<file path="config.mk">
export PLATFORM = sky130hd
export DESIGN_NAME = gb_bus_frontend_flat
export DESIGN_NICKNAME = d
export VERILOG_FILES = /design/src/rtl/gb_bus_pkg.sv /design/src/rtl/gb_bus_if.sv /design/src/rtl/gb_sync.sv /design/src/rtl/gb_bus_frontend.sv /design/src/flat_wrapper.sv
export SDC_FILE = /design/constraint.sdc
export NUM_CORES = 1
export LEC_CHECK = 0
export CORE_AREA = 2 2 72 74
export DETAILED_ROUTE_END_ITERATION = 10
export DIE_AREA = 0 0 74 76
export GPL_TIMING_DRIVEN = 0
export PLACE_DENSITY = 0.75
export SKIP_LAST_GASP = 1
export SYNTH_ARGS = -nofsm -noshare
export SYNTH_HDL_FRONTEND = slang
export SYNTH_SLANG_ARGS = --single-unit
</file>
<file path="constraint.sdc">
create_clock -name CLK -period 2.4 [get_ports CLK]
set_input_delay 0.48 -clock CLK [delete_from_list [all_inputs] [get_ports CLK]]
set_output_delay 0.48 -clock CLK [all_outputs]
set_load 0.1 [all_outputs]
</file>
<file path="src/rtl/gb_bus_pkg.sv">
// gb_bus_pkg: shared types and constants for the GB cartridge bus front-end
package gb_bus_pkg;
   typedef enum logic [1:0] {IDLE, WR_LOW, WR_OK} wr_state_e;
   localparam logic GB_REG_WIN = 1'b0;
   localparam logic [2:0] GB_RAM_WIN = 3'b101;
   // synced vector layout {RST, RD, WR, CS, D[7:0], A[3:0]}; idle bus levels
   localparam logic [15:0] SYNC_RST = {1'b0, 1'b1, 1'b1, 1'b1, 8'h00, 4'h0};
endpackage

</file>
<file path="src/rtl/gb_bus_if.sv">
// gb_bus_if: raw GB cartridge bus inputs and qualified write outputs
interface gb_bus_if;
   logic [3:0] GB_A;
   logic [7:0] GB_D;
   logic GB_CS;
   logic GB_WR;
   logic GB_RD;
   logic GB_RST;
   logic WR_STB;
   logic [3:0] WR_ADDR;
   logic [7:0] WR_DATA;
   logic REG_WR;
   logic RAM_WR;
   logic RD_ACT;
   logic BUS_RST_N;
   logic [7:0] GLITCH_CNT;
   modport master (
      output GB_A, GB_D, GB_CS, GB_WR, GB_RD, GB_RST,
      input  WR_STB, WR_ADDR, WR_DATA, REG_WR, RAM_WR, RD_ACT, BUS_RST_N, GLITCH_CNT
   );
   modport slave (
      input  GB_A, GB_D, GB_CS, GB_WR, GB_RD, GB_RST,
      output WR_STB, WR_ADDR, WR_DATA, REG_WR, RAM_WR, RD_ACT, BUS_RST_N, GLITCH_CNT
   );
endinterface

</file>
<file path="src/rtl/gb_sync.sv">
// gb_sync: W-bit x STAGES flop chain with per-bit reset value
module gb_sync #(
   parameter int W = 16,
   parameter int STAGES = 2,
   parameter logic [W-1:0] RST_VAL = '0
) (
   input  logic clk,
   input  logic rst,
   input  logic [W-1:0] d,
   output logic [W-1:0] q
);
   logic [W-1:0] r [STAGES];
   always_ff @(posedge clk) begin
      if (rst) for (int i = 0; i < STAGES; i++) r[i] <= RST_VAL;
      else begin
         r[0] <= d;
         for (int i = 1; i < STAGES; i++) r[i] <= r[i-1];
      end
   end
   assign q = r[STAGES-1];
endmodule

</file>
<file path="src/rtl/gb_bus_frontend.sv">
// gb_bus_frontend: synchronizes the GB bus and emits one filtered strobe per completed write
module gb_bus_frontend
   import gb_bus_pkg::*;
#(
   parameter int SYNC_STAGES = 2,
   parameter int FILT_CYCLES = 3
) (
   input logic CLK,
   input logic RST,
   gb_bus_if.slave bus
);
   localparam int CW = $clog2(FILT_CYCLES + 1);
   logic [15:0] s;
   logic s_rst, s_rd, s_wr, unused_cs;
   logic [7:0] s_d;
   logic [3:0] s_a;
   wr_state_e state, nxt;
   logic [CW-1:0] cnt, nxt_cnt;
   logic cap, glitch_inc, stb;
   logic [3:0] cap_a, wr_addr;
   logic [7:0] cap_d, wr_data, glitch_cnt;
   logic wr_stb, reg_wr, ram_wr, rd_act;

   gb_sync #(.W(16), .STAGES(SYNC_STAGES), .RST_VAL(SYNC_RST)) u_sync (
      .clk(CLK), .rst(RST),
      .d({bus.GB_RST, bus.GB_RD, bus.GB_WR, bus.GB_CS, bus.GB_D, bus.GB_A}),
      .q(s)
   );
   assign {s_rst, s_rd, s_wr, unused_cs, s_d, s_a} = s;

   // console reset overrides everything, including a WR rise in the same cycle
   always_comb begin
      nxt = state;
      nxt_cnt = cnt;
      cap = 1'b0;
      glitch_inc = 1'b0;
      stb = 1'b0;
      if (!s_rst) nxt = IDLE;
      else case (state)
         IDLE: if (!s_wr) begin
            nxt = (FILT_CYCLES == 1) ? WR_OK : WR_LOW;
            nxt_cnt = CW'(1);
            cap = 1'b1;
         end
         WR_LOW: if (!s_wr) begin
            nxt_cnt = cnt + CW'(1);
            cap = 1'b1;
            nxt = (nxt_cnt == CW'(FILT_CYCLES)) ? WR_OK : WR_LOW;
         end else begin
            nxt = IDLE;
            glitch_inc = 1'b1;
         end
         WR_OK: if (!s_wr) cap = 1'b1;
         else begin
            nxt = IDLE;
            stb = 1'b1;
         end
         default: nxt = IDLE;
      endcase
   end

   always_ff @(posedge CLK) begin
      if (RST) begin
         state <= IDLE;
         cnt <= '0;
         cap_a <= '0;
         cap_d <= '0;
      end else begin
         state <= nxt;
         cnt <= nxt_cnt;
         if (cap) begin
            cap_a <= s_a;
            cap_d <= s_d;
         end
      end
   end

   always_ff @(posedge CLK) begin
      if (RST) begin
         wr_stb <= 1'b0;
         reg_wr <= 1'b0;
         ram_wr <= 1'b0;
         wr_addr <= '0;
         wr_data <= '0;
         rd_act <= 1'b0;
         glitch_cnt <= '0;
      end else begin
         wr_stb <= stb;
         reg_wr <= stb && (cap_a[3] == GB_REG_WIN);
         ram_wr <= stb && (cap_a[3:1] == GB_RAM_WIN);
         if (stb) begin
            wr_addr <= cap_a;
            wr_data <= cap_d;
         end
         rd_act <= !s_rd && s_rst;
         if (glitch_inc && glitch_cnt != 8'hFF) glitch_cnt <= glitch_cnt + 8'd1;
      end
   end

   assign bus.WR_STB = wr_stb;
   assign bus.WR_ADDR = wr_addr;
   assign bus.WR_DATA = wr_data;
   assign bus.REG_WR = reg_wr;
   assign bus.RAM_WR = ram_wr;
   assign bus.RD_ACT = rd_act;
   assign bus.BUS_RST_N = s_rst;
   assign bus.GLITCH_CNT = glitch_cnt;
endmodule

</file>
<file path="src/flat_wrapper.sv">
// flat-port wrapper written by rule: the top's interface ports become plain ports
module gb_bus_frontend_flat import gb_bus_pkg::*;
#(
   parameter int SYNC_STAGES = 2,
   parameter int FILT_CYCLES = 3
)
  (CLK, RST, bus_GB_A, bus_GB_D, bus_GB_CS, bus_GB_WR, bus_GB_RD, bus_GB_RST, bus_WR_STB, bus_WR_ADDR, bus_WR_DATA, bus_REG_WR, bus_RAM_WR, bus_RD_ACT, bus_BUS_RST_N, bus_GLITCH_CNT);
  gb_bus_if bus_i ();
  input logic CLK;
  input logic RST;
  input wire logic [$bits(bus_i.GB_A)-1:0] bus_GB_A;
  input wire logic [$bits(bus_i.GB_D)-1:0] bus_GB_D;
  input wire logic [$bits(bus_i.GB_CS)-1:0] bus_GB_CS;
  input wire logic [$bits(bus_i.GB_WR)-1:0] bus_GB_WR;
  input wire logic [$bits(bus_i.GB_RD)-1:0] bus_GB_RD;
  input wire logic [$bits(bus_i.GB_RST)-1:0] bus_GB_RST;
  output wire logic [$bits(bus_i.WR_STB)-1:0] bus_WR_STB;
  output wire logic [$bits(bus_i.WR_ADDR)-1:0] bus_WR_ADDR;
  output wire logic [$bits(bus_i.WR_DATA)-1:0] bus_WR_DATA;
  output wire logic [$bits(bus_i.REG_WR)-1:0] bus_REG_WR;
  output wire logic [$bits(bus_i.RAM_WR)-1:0] bus_RAM_WR;
  output wire logic [$bits(bus_i.RD_ACT)-1:0] bus_RD_ACT;
  output wire logic [$bits(bus_i.BUS_RST_N)-1:0] bus_BUS_RST_N;
  output wire logic [$bits(bus_i.GLITCH_CNT)-1:0] bus_GLITCH_CNT;
  assign bus_i.GB_A = bus_GB_A;
  assign bus_i.GB_D = bus_GB_D;
  assign bus_i.GB_CS = bus_GB_CS;
  assign bus_i.GB_WR = bus_GB_WR;
  assign bus_i.GB_RD = bus_GB_RD;
  assign bus_i.GB_RST = bus_GB_RST;
  assign bus_WR_STB = bus_i.WR_STB;
  assign bus_WR_ADDR = bus_i.WR_ADDR;
  assign bus_WR_DATA = bus_i.WR_DATA;
  assign bus_REG_WR = bus_i.REG_WR;
  assign bus_RAM_WR = bus_i.RAM_WR;
  assign bus_RD_ACT = bus_i.RD_ACT;
  assign bus_BUS_RST_N = bus_i.BUS_RST_N;
  assign bus_GLITCH_CNT = bus_i.GLITCH_CNT;
  gb_bus_frontend #(.SYNC_STAGES(SYNC_STAGES), .FILT_CYCLES(FILT_CYCLES)) u_core (.CLK(CLK), .RST(RST), .bus(bus_i));
endmodule
</file>
==> results of run 1 <==
==> registers in the layout, summed over array words and instances, names as in the netlist <==
name,count
u_core.bus.GLITCH_CNT,8
u_core.bus.RAM_WR,1
u_core.bus.RD_ACT,1
u_core.bus.REG_WR,1
u_core.bus.WR_ADDR,4
u_core.bus.WR_DATA,8
u_core.bus.WR_STB,1
u_core.cap_a,4
u_core.cap_d,8
u_core.cnt,2
u_core.state,2
u_core.u_sync.r,30
==> power breakdown <==
group	total, mW	internal (mW)	switching (mW)
logic	0.0732	0.0392	0.0340
registers	1.19	1.19	0.00682
clock network	0.890	0.471	0.419
total	2.16	1.70	0.460
==> per-stage QoR <==
step	area [um2]	cells	setup WS [ps]
final	3050	369	47.6
after global routing	3050	369	7.52
after CTS	3040	369	5.24
after detailed placement	2860	354	294
after global placement	2860	354	291
after floorplan	2370	244	273
==> per-layer routing <==
metal	vias to the layer above	part of all wire
li1	900	-
met1	736	0.48
met4	0	0.022
met3	9	0.054
met5	-	0
met2	38	0.45
==> worst min path at each step <==
stage	end	slack (ps)	cells past startpoint
6_report	u_core.bus.RD_ACT$_SDFF_PP0_	390	1
3_5_place_dp	u_core.bus.RD_ACT$_SDFF_PP0_	380	1
4_1_cts	u_core.bus.RD_ACT$_SDFF_PP0_	390	1
3_3_place_gp	u_core.bus.RD_ACT$_SDFF_PP0_	380	1
5_1_grt	u_core.bus.RD_ACT$_SDFF_PP0_	430	1
2_1_floorplan	u_core.bus.RD_ACT$_SDFF_PP0_	370	1
==> cell type report <==
class / count / area share
well taps: 70 / 0.0287
multi-input cells: 157 / 0.291
repair buffers: 40 / 0.133
flip-flops and latches: 70 / 0.459
inverters: 3 / 0.00369
clock buffers: 9 / 0.0406
clock inverters: 6 / 0.0209
plain buffers: 14 / 0.0230
==> cells in the final DEF, fill, tap and decap left out, drive strengths merged, types with 4 or more instances in the layout <==
cell / instances
a21oi: 30
buf: 6
clkbuf: 17
clkdlybuf4s50: 32
dfxtp: 70
dlygate4sd2: 4
dlymetal6s2s: 4
nand2: 52
nor2: 12
nor2b: 26
nor3: 4
or2: 4
==> repair_timing <==
| action | CTS | global route |
|---|---|---|
| endpoints found under the hold margin | 0 | 0 |
| endpoints found under the setup margin | 4 | 4 |
| gates resized for setup | 4 | 4 |
==> cells by family after synthesis <==
group                      after synthesis
DFF                                     70
buffers and inverters                   17
AOI/OAI and AO/OA                       39
muxes                                    3
and+or+nand+nor                        111
xor gates and xnor gates                 2
adders and majority gates                2
==> flow_metrics.env, run 1 <==
export IMPL_status="finished clean"
export IMPL_clock_sinks=70
export IMPL_wire_per_inst_um=10.5
export IMPL_worst_pin_slew_ps=968
export IMPL_n_fill_cell=442
export IMPL_reg2reg_from="u_core.state[0]$_SDFFE_PP0P_"
export IMPL_yosysSeqAreaShare=0.591
export IMPL_die_area_um2=5620
export IMPL_regToRegSetupSlack_ps=830
export IMPL_dp_hpwl_um=2720
export IMPL_grtUsageTotal=0.158
export IMPL_area_growth_pct=28.7
export IMPL_grt_busiest_layer="met2"
export IMPL_final_nets=315
export IMPL_synth_xor_xnor_area_share=0.00739
export IMPL_cp_startpoint="u_core.bus.GLITCH_CNT[1]$_SDFFE_PP0P_"
export IMPL_hold_path_class="flop to flop"
export IMPL_clock_latency_ps=340
export IMPL_cts_htree_levels=3
export IMPL_r2r_worst_path_cells=5
export IMPL_slew_viol_final=0
export IMPL_syn_inst=244
export IMPL_ys_warn_count=0
export IMPL_use_met1=0.197
export IMPL_multi_input_area_um2=888
export IMPL_ir_drop_uv=414
export IMPL_skew_ps=6.84
export IMPL_cts_tree="yes"
export IMPL_grt_max_degree=13
export IMPL_grt_pass1_wl_um=6760
export IMPL_grt_overflow=0
export IMPL_worstReg2RegEnd="u_core.bus.GLITCH_CNT[3]$_SDFFE_PP0P_"
export IMPL_rows=26
export IMPL_synth_top_family_by_area="simple AND/OR/NAND/NOR gates"
export IMPL_setup_viol=0
export IMPL_fin_tns_setup_ps=0
export IMPL_drv_cap=0
export IMPL_crit_path_start_kind="flop"
export IMPL_required_ps=1920
export IMPL_fin_util=0.621
export IMPL_netlist_area_um2=2370
export IMPL_numCtsBuffers=9
export IMPL_wirelength_um=3860
export IMPL_clk_pin_slew_ps=70
export IMPL_synthTopCellsByCount="dfxtp_1, nand2_1, a21oi_1"
export IMPL_vias=1683
export IMPL_critPathCapture="bus_GLITCH_CNT[1]"
export IMPL_chipWidth_um=74
export IMPL_synth_compound_area_frac=0.101
export IMPL_synth_top_area_share=0.591
export IMPL_relSlewSlack=0.353
export IMPL_synth_fa_ha_area_frac=0.0106
export IMPL_drt_pass1_iterations=4
export IMPL_viasPerCell=4.56
export IMPL_ant_nets=0
export IMPL_ys_types=37
export IMPL_io_pins=43
export IMPL_antenna_found_initial=0
export IMPL_p_leak_nw=1.18
export IMPL_start_util=0.483
export IMPL_hold_path_startpoint="u_core.u_sync.r[0][30]$_SDFF_PP1_"
export IMPL_synth_area_leaders="dfxtp_1, nand2_1, nor2b_1"
export IMPL_cp_depth=1
export IMPL_synth_edf_count=0
export IMPL_io_buffers=40
export IMPL_whs_ps=389
export IMPL_grt_use_met2=0.233
export IMPL_place_congestion=0.731
export IMPL_grt_pass1_vias=1532
export IMPL_finalPower_mw=2.16
export IMPL_root_buffer="clkbuf_8"
export IMPL_synthSimpleGateAreaFrac=0.242
export IMPL_async_reset_ff_frac=0
export IMPL_drive_above_1_share=0.114
export IMPL_synth_area_per_cell_um2=9.72
export IMPL_cp_slowest_stage_delay_ps=1150
export IMPL_cpMaxStageDelayCell="clkdlybuf4s50_1"
export IMPL_fp_coreArea_um2=4910
export IMPL_min_period_ps=2350
export IMPL_powerDensity_nw_per_um2=706
export IMPL_die_y_um=76
export IMPL_drc=0
export IMPL_met3_usage=0.0648
export IMPL_crit_fanout=4
export IMPL_end_kind="primary output"
export IMPL_antennaDiodeCount=0
export IMPL_seq_area_um2=1400
export IMPL_crit_family="buffers and inverters"
export IMPL_hold_viol=0
export IMPL_cp_cell_sequence="clkdlybuf4s50_1"
export IMPL_arrival_ps=1870
export IMPL_timing_fmax_ghz=0.425
export IMPL_hold_buffers=0
export IMPL_worstSetupPathType="flop to primary output"
export IMPL_synth_most_common_cell="dfxtp_1"
export IMPL_fin_crit_sh=0.980
export IMPL_yosys_area_top_type="dfxtp_1"
export IMPL_rsz0062_at_grt="no"
export IMPL_synth_main_ff_cell="dfxtp_1"
export IMPL_muxShareOfSynthArea=0.0137
export IMPL_syn_num_nets=264
export IMPL_ys_seq_elements=70
export IMPL_drt_first_iter_violations=80
export IMPL_path_buf_inv=1
export IMPL_cts_buffer_depth=2
export IMPL_postCtsSetupRepairBufs=0
Power figures use the tool's default switching activity.
==> inputs of run 2 (changes only) <==
--- a/config.mk
+++ b/config.mk
@@ -9,6 +9,7 @@
 export DETAILED_ROUTE_END_ITERATION = 10
 export DIE_AREA = 0 0 74 76
 export GPL_TIMING_DRIVEN = 0
+export HOLD_SLACK_MARGIN = 0.08
 export PLACE_DENSITY = 0.75
 export SKIP_LAST_GASP = 1
 export SYNTH_ARGS = -nofsm -noshare
==> results of run 2 <==
No change in the layout: final DEF, timing and power equal those of run 1.
